[src/rtl/serial_add_pkg.sv]
// Shared definitions for the bit-serial adder controller: FSM encodings and
// the bit counter width helper.
package serial_add_pkg;

  typedef logic [1:0] state_t;

  localparam state_t IDLE = 2'd0;
  localparam state_t RUN  = 2'd1;
  localparam state_t DONE = 2'd2;

  // Width of the bit counter; WIDTH=2 still needs one bit to count 0..1.
  function automatic int cnt_width(input int width);
    return (width > 1) ? $clog2(width) : 1;
  endfunction

endpackage

[src/rtl/serial_add_ctrl_if.sv]
// Operand and result handshakes of the serial adder, grouped as one bundle.
// The slave side is the controller; the master side is the source/consumer.
interface serial_add_ctrl_if #(
  parameter int WIDTH = 8
);
  logic             in_valid;
  logic             in_ready;
  logic [WIDTH-1:0] a;
  logic [WIDTH-1:0] b;
  logic             out_valid;
  logic             out_ready;
  logic [WIDTH-1:0] sum;
  logic             cout;

  modport master (
    output in_valid, a, b, out_ready,
    input  in_ready, out_valid, sum, cout
  );

  modport slave (
    input  in_valid, a, b, out_ready,
    output in_ready, out_valid, sum, cout
  );
endinterface

[src/rtl/Half_Adder.sv]
// Legacy half adder cell, reused as-is by the serial full-adder slice.
module Half_Adder (
  input  logic a,
  input  logic b,
  output logic Sum,
  output logic Carry
);
  assign Sum   = a ^ b;
  assign Carry = a & b;
endmodule

[src/rtl/serial_fa_slice.sv]
// One full-adder bit built from two half adders; the carry flop that closes
// the loop lives in the controller.
module serial_fa_slice (
  input  logic a,
  input  logic b,
  input  logic cin,
  output logic sum,
  output logic cout
);
  logic ha0_sum, ha0_carry, ha1_carry;

  Half_Adder HA0 (
    .a     (a),
    .b     (b),
    .Sum   (ha0_sum),
    .Carry (ha0_carry)
  );

  Half_Adder HA1 (
    .a     (ha0_sum),
    .b     (cin),
    .Sum   (sum),
    .Carry (ha1_carry)
  );

  assign cout = ha0_carry | ha1_carry;
endmodule

[src/rtl/serial_add_ctrl.sv]
// Bit-serial adder controller: accepts an operand pair, adds one bit per cycle
// LSB first through a shared full-adder slice, then holds the result until taken.
module serial_add_ctrl
  import serial_add_pkg::*;
#(
  parameter int WIDTH = 8
) (
  input  logic               clk,
  input  logic               rst,
  serial_add_ctrl_if.slave   bus,
  output logic               busy
);

  localparam int CW = cnt_width(WIDTH);

  state_t           state;
  logic [WIDTH-1:0] a_sh;
  logic [WIDTH-1:0] b_sh;
  logic [WIDTH-1:0] s_sh;
  logic             carry;
  logic [CW-1:0]    bit_cnt;
  logic             out_of_reset;
  logic             sum_bit;
  logic             carry_nxt;

  serial_fa_slice u_slice (
    .a    (a_sh[0]),
    .b    (b_sh[0]),
    .cin  (carry),
    .sum  (sum_bit),
    .cout (carry_nxt)
  );

  // in_ready stays low during reset and rises on the first edge after release.
  assign bus.in_ready  = (state == IDLE) && out_of_reset;
  assign bus.out_valid = (state == DONE);
  assign busy          = (state == RUN) || (state == DONE);
  assign bus.sum       = s_sh;
  assign bus.cout      = carry;

  // NOTE: all state updates use <= so every register sees pre-edge values,
  // which keeps the shift registers and carry flop moving in lockstep.
  always_ff @(posedge clk or posedge rst) begin
    if (rst) begin
      state        <= IDLE;
      a_sh         <= '0;
      b_sh         <= '0;
      s_sh         <= '0;
      carry        <= 1'b0;
      bit_cnt      <= '0;
      out_of_reset <= 1'b0;
    end else begin
      out_of_reset <= 1'b1;
      case (state)
        IDLE: begin
          if (bus.in_valid && bus.in_ready) begin
            a_sh    <= bus.a;
            b_sh    <= bus.b;
            s_sh    <= '0;
            carry   <= 1'b0;
            bit_cnt <= '0;
            state   <= RUN;
          end
        end
        RUN: begin
          a_sh    <= a_sh >> 1;
          b_sh    <= b_sh >> 1;
          s_sh    <= {sum_bit, s_sh[WIDTH-1:1]};
          carry   <= carry_nxt;
          bit_cnt <= bit_cnt + 1'b1;
          if (bit_cnt == CW'(WIDTH - 1)) state <= DONE;
        end
        DONE: begin
          if (bus.out_ready) state <= IDLE;
        end
        default: state <= IDLE;
      endcase
    end
  end

endmodule

[src/flat_wrapper.sv]
// flat-port wrapper written by rule: the top's interface ports become plain ports
module serial_add_ctrl_flat import serial_add_pkg::*;
#(
  parameter int WIDTH = 8
)
  (clk, rst, busy, bus_in_valid, bus_a, bus_b, bus_out_ready, bus_in_ready, bus_out_valid, bus_sum, bus_cout);
  serial_add_ctrl_if #(.WIDTH(WIDTH)) bus_i ();
  input  logic clk;
  input  logic rst;
  output logic busy;
  input wire logic [$bits(bus_i.in_valid)-1:0] bus_in_valid;
  input wire logic [$bits(bus_i.a)-1:0] bus_a;
  input wire logic [$bits(bus_i.b)-1:0] bus_b;
  input wire logic [$bits(bus_i.out_ready)-1:0] bus_out_ready;
  output wire logic [$bits(bus_i.in_ready)-1:0] bus_in_ready;
  output wire logic [$bits(bus_i.out_valid)-1:0] bus_out_valid;
  output wire logic [$bits(bus_i.sum)-1:0] bus_sum;
  output wire logic [$bits(bus_i.cout)-1:0] bus_cout;
  assign bus_i.in_valid = bus_in_valid;
  assign bus_i.a = bus_a;
  assign bus_i.b = bus_b;
  assign bus_i.out_ready = bus_out_ready;
  assign bus_in_ready = bus_i.in_ready;
  assign bus_out_valid = bus_i.out_valid;
  assign bus_sum = bus_i.sum;
  assign bus_cout = bus_i.cout;
  serial_add_ctrl #(.WIDTH(WIDTH)) u_core (.clk(clk), .rst(rst), .bus(bus_i), .busy(busy));
endmodule
[config.mk]
export PLATFORM = sky130hd
export DESIGN_NAME = serial_add_ctrl_flat
export DESIGN_NICKNAME = d
export VERILOG_FILES = /design/src/rtl/serial_add_pkg.sv /design/src/rtl/serial_add_ctrl_if.sv /design/src/rtl/Half_Adder.sv /design/src/rtl/serial_fa_slice.sv /design/src/rtl/serial_add_ctrl.sv /design/src/flat_wrapper.sv
export SDC_FILE = /design/constraint.sdc
export NUM_CORES = 1
export LEC_CHECK = 0
export ABC_AREA = 1
export BUFFER_PORTS_ARGS = -buffer_cell sky130_fd_sc_hd__buf_2
export CORE_ASPECT_RATIO = 1.5
export CORE_MARGIN = 2
export CORE_UTILIZATION = 33
export DETAILED_ROUTE_END_ITERATION = 12
export SYNTH_ARGS = -nofsm -noshare
export SYNTH_HDL_FRONTEND = slang
export SYNTH_SLANG_ARGS = --single-unit
[constraint.sdc]
create_clock -name clk -period 3 [get_ports clk]
set_input_delay 0.75 -clock clk [delete_from_list [all_inputs] [get_ports clk]]
set_output_delay 0.75 -clock clk [all_outputs]
set_load 0.01 [all_outputs]
* After elaboration in Yosys (flattened, before gate mapping)
Index checks and enable logic that the tools add are counted.
Cells by class: multiplexer cells 14, eq/ne operators 6, reduce and logical (&&, ||, !) cells 7, $add $sub $neg 1, bitwise logic cells 5
Operator list (number):
- 8-bit case mux with 2 select lines | 3
- 8-bit 2-to-1 mux | 3
- 2-bit 2-to-1 mux | 3
- 2-bit inequality test (second input constant) | 3
- 2-bit case mux with 3 select lines | 1
- 3-bit case mux with 2 select lines | 1
- 3-bit by 1-bit adder with 3-bit output (second input constant) | 1
- 3-bit == test (second input constant) | 1
- 3-bit 2-to-1 mux | 1
- 3-bit AND reduction | 1
- 1-bit AND | 2
- 2-bit by 1-bit == test with 1-bit output (second input constant) | 1
- 2-bit == test (second input constant) | 1
- 1-bit logical AND | 2
- 2-bit logical NOT | 1
- 1-bit case mux with 2 select lines | 1
- 2-bit AND reduction | 1
- 2-bit nonzero test | 1
- 1-bit bitwise XOR | 2
- 1-bit logical OR | 1
- 1-bit 2-to-1 mux | 1
- 1-bit OR | 1
Storage, ports and cells: word-level logic and storage cells 40, input port bits 20, register bits 31

* Depth between registers and ports, before layout
depth in word-level cells 5, mapped depth 9

* By module
From an unflattened synthesis, not the netlist that was laid out.
Second synthesis, totals: cell total of the unflattened synthesis 190, area, all modules 1685.4 um^2
By module, submodules not included:
- serial_add_ctrl | seq. area each 775.7 um^2, cells each 185, area an instance 1649.1 um^2, times used 1
- Half_Adder | seq. area each 0.0 um^2, cells each 1, area an instance 12.5 um^2, times used 2
- serial_fa_slice | seq. area each 0.0 um^2, cells each 3, area an instance 11.3 um^2, times used 1

* Least setup slack after synthesis
Ideal clock, no wire load.
path type reg2out, start point register u_core.state[0], end point output port bus_in_ready, arrival time 0.875 ns, cell stages (with the launch flop) 5, setup slack 1.375 ns, path buffers 0, cell sequence dfrtp_1 -> inv_1 -> ha_1 -> nand2_1 -> inv_1
On the way: word-level cells in the longest chain between the ends 2
Ends and longest elaborated chain:
- start, declared | line serial_add_ctrl.sv:16 | state_t state;
- start signal, assigned | line serial_add_ctrl.sv:45 | state <= IDLE;
- start signal, assigned | line serial_add_ctrl.sv:62 | state <= RUN;
- start signal, assigned | line serial_add_ctrl.sv:71 | if (bit_cnt == CW'(WIDTH - 1)) state <= DONE;
- 2-bit logical NOT | line serial_add_ctrl.sv:35 | assign bus.in_ready = (state == IDLE) && out_of_reset;
- 1-bit logical AND | line serial_add_ctrl.sv:35
- end, declared | line flat_wrapper.sv:15 | output wire logic [$bits(bus_i.in_ready)-1:0] bus_in_ready;
No other way between the ends.

* Final worst setup path
Ends and elaborated chain as after synthesis.

==> flow_metrics.tcl <==
set metrics [dict create \
    outcome "completed" \
    post-route-period-util 0.6857 \
    cts-root-buf "clkbuf_8" \
    final_common_cell "nand2_1" \
    p_clk_frac 0.225 \
    internal-power_w 0.001113 \
    ios 32 \
    clk_path_buf_depth 2 \
    grt_max_degree 44 \
    r2r_slack_ns 1.25 \
    cp-start-kind "register" \
    cts_setup_buffers 0 \
    nets 242 \
    fmax_mhz 486.1 \
    layout_setup_ws_ns 0.9428 \
    dp_hpwl_mm 2.083 \
    ys_ff_latch 31 \
    reg2reg_to "u_core.b_sh[7]" \
    finalPower_w 0.001904 \
    ys_seq_area_frac 0.4391 \
    rsz0062_at_grt "no" \
    finalHoldViolations 0 \
    cts_tree "done" \
    drtPass1Iterations 4 \
    drtAntennaViolNets 0 \
    antenna_found_initial 0 \
    vias 1249 \
    holdBufCountCts 0 \
    post_drt_wl_per_cell_um 10.59 \
    path_class "register to output port" \
    h-tree-depth 2 \
    drt_iter0_drc 33 \
    seqCellArea_um2 775.7 \
    startpoint "u_core.state[0]" \
    cp.arrival_ns 1.31 \
    grt_overflow 0 \
    hp-start "u_core.state[1]" \
    syn_avg_cell_area_um2 9.498 \
    yosysWarnings 0 \
    p_seq_frac 0.323 \
    post-route-min-period_ns 2.057 \
    start_util 0.3421 \
    multi_input_area_um2 770.7 \
    p_leak_nw 1.056 \
    fp.dieW_um 63.74 \
    power_frac_comb 0.451 \
    avgViaCountPerCell 4.398 \
    hold_end "u_core.state[1]" \
    place.gp.congestion 0.7172 \
    wirelength_mm 3.008 \
    grt_pass1_wl_mm 5.126 \
    rows 32 \
    clock_skew_ns 0.007767 \
    cts.sinks 31 \
    power_density_mw_per_mm2 947.6 \
    setup_violations 0 \
    diodes 0 \
    slew_violations 0 \
    mappedNetlistArea_mm2 0.001767 \
    grt.total_usage 0.1110 \
    hold_depth 2 \
    r2r-start "u_core.state[1]" \
    syn_nets 213 \
    syn_to_final_growth_pct 13.74 \
    coreArea_mm2 0.005165 \
    worst-path-max-fanout 4 \
    grt_pass1_vias 1225 \
    io_buffers 31 \
    tns_ns 0 \
    cts-buffers-inserted 5 \
    worstPathRequired_ns 2.25 \
    drc 0 \
    ir_worst_vdd_v 0.0004174 \
    drive_gt1_frac 0.3889 \
    rr_worst_depth 7 \
    mostFrequentLayoutCells "39 x nand2_1, 31 x buf_2, 31 x dfrtp_1" \
    syn_inst 186 \
    synth_cell_types 19 \
    switching_power_w 0.0007916 \
    post-place-ws_ns 1.233 \
    max_cap_viol_count 0 \
    hp-class "register to register" \
    fin_hold_ws_ns 0.5058 \
    clkLatencyLatePin_ns 0.28 \
    cts_resized 0 \
    path_clk_slew_ns 0.06 \
    swShare 0.4157 \
    end_kind "output port" \
    fill_cells 545 \
    dieArea_mm2 0.005967 \
    die_h_um 93.61 \
]
critical path, stage by stage, from the launching register on:
cell and delay [ns]:
dfrtp_1 0.39, inv_1 0.11, ha_1 0.28, nand2_1 0.08, inv_1 0.05, buf_2 0.12
cells by family after synthesis:
kind of cell	count (synthesis)	share of synthesized area
AND/OR/NAND/NOR	83	0.2663
adder cells (fa/ha/maj)	7	0.05382
flip-flops	31	0.4391
other	1	0.002123
buffers and inverters	35	0.1246
AO/OA/AOI/OAI	29	0.1140
cells in the mapped netlist, drive strengths merged:
cell / count / area (um2)
fa: 1 / 20.02
dfrtp: 31 / 775.7
o21ai: 29 / 201.5
inv: 24 / 90.09
clkbuf: 1 / 13.76
ha: 6 / 75.07
conb: 1 / 3.750
buf: 10 / 116.4
nand3: 30 / 217.7
nand2: 53 / 252.7
power groups by stage:
stage / registers [W] / logic [W] / clock network (W)
after floorplan: 0.000618 / 0.000877 / 0
after global placement: 0.000620 / 0.000862 / 0
after detailed placement: 0.000625 / 0.000877 / 0
after CTS: 0.000617 / 0.000880 / 0.000437
after global routing: 0.000632 / 0.000980 / 0.000453
final: 0.000616 / 0.000860 / 0.000429
cell type report:
class | count | area share
multi-input cells | 120 | 0.3836
clock inverters | 2 | 0.01743
well taps | 68 | 0.04234
flip-flops and latches | 31 | 0.3861
repair buffers | 33 | 0.08468
inverters | 24 | 0.04483
clock buffers | 6 | 0.04110
layer usage:
layer | track usage | vias to the layer above | share of wire
met3 | 0.03369 | 4 | 0.045
met5 | 0 | - | 0
met2 | 0.1982 | 25 | 0.51
li1 | - | 647 | -
met1 | 0.1169 | 573 | 0.43
met4 | 0.05435 | 0 | 0.013
metrics by stage:
step,util,area [um2],cells
floorplan,-,1767,186
global placement,0.3663,1892,276
detailed placement,0.3663,1892,276
CTS,0.3891,2009,284
global route,0.3891,2009,284
finish,0.3891,2009,284
worst max path at each step:
stage,end,slack (ns)
2_1_floorplan,bus_in_ready,1.38
3_3_place_gp,bus_in_ready,1.27
6_report,bus_in_ready,0.94
4_1_cts,bus_in_ready,0.92
5_1_grt,bus_in_ready,0.86
3_5_place_dp,bus_in_ready,1.23
sequential cells by signal (all words and copies together) (netlist names):
signal and cells:
u_core.b_sh 8, u_core.out_of_reset 1, u_core.bus.cout 1, u_core.state 2
u_core.bit_cnt 3, u_core.bus.sum 8, u_core.a_sh 8
Power figures use the tool's default switching activity.
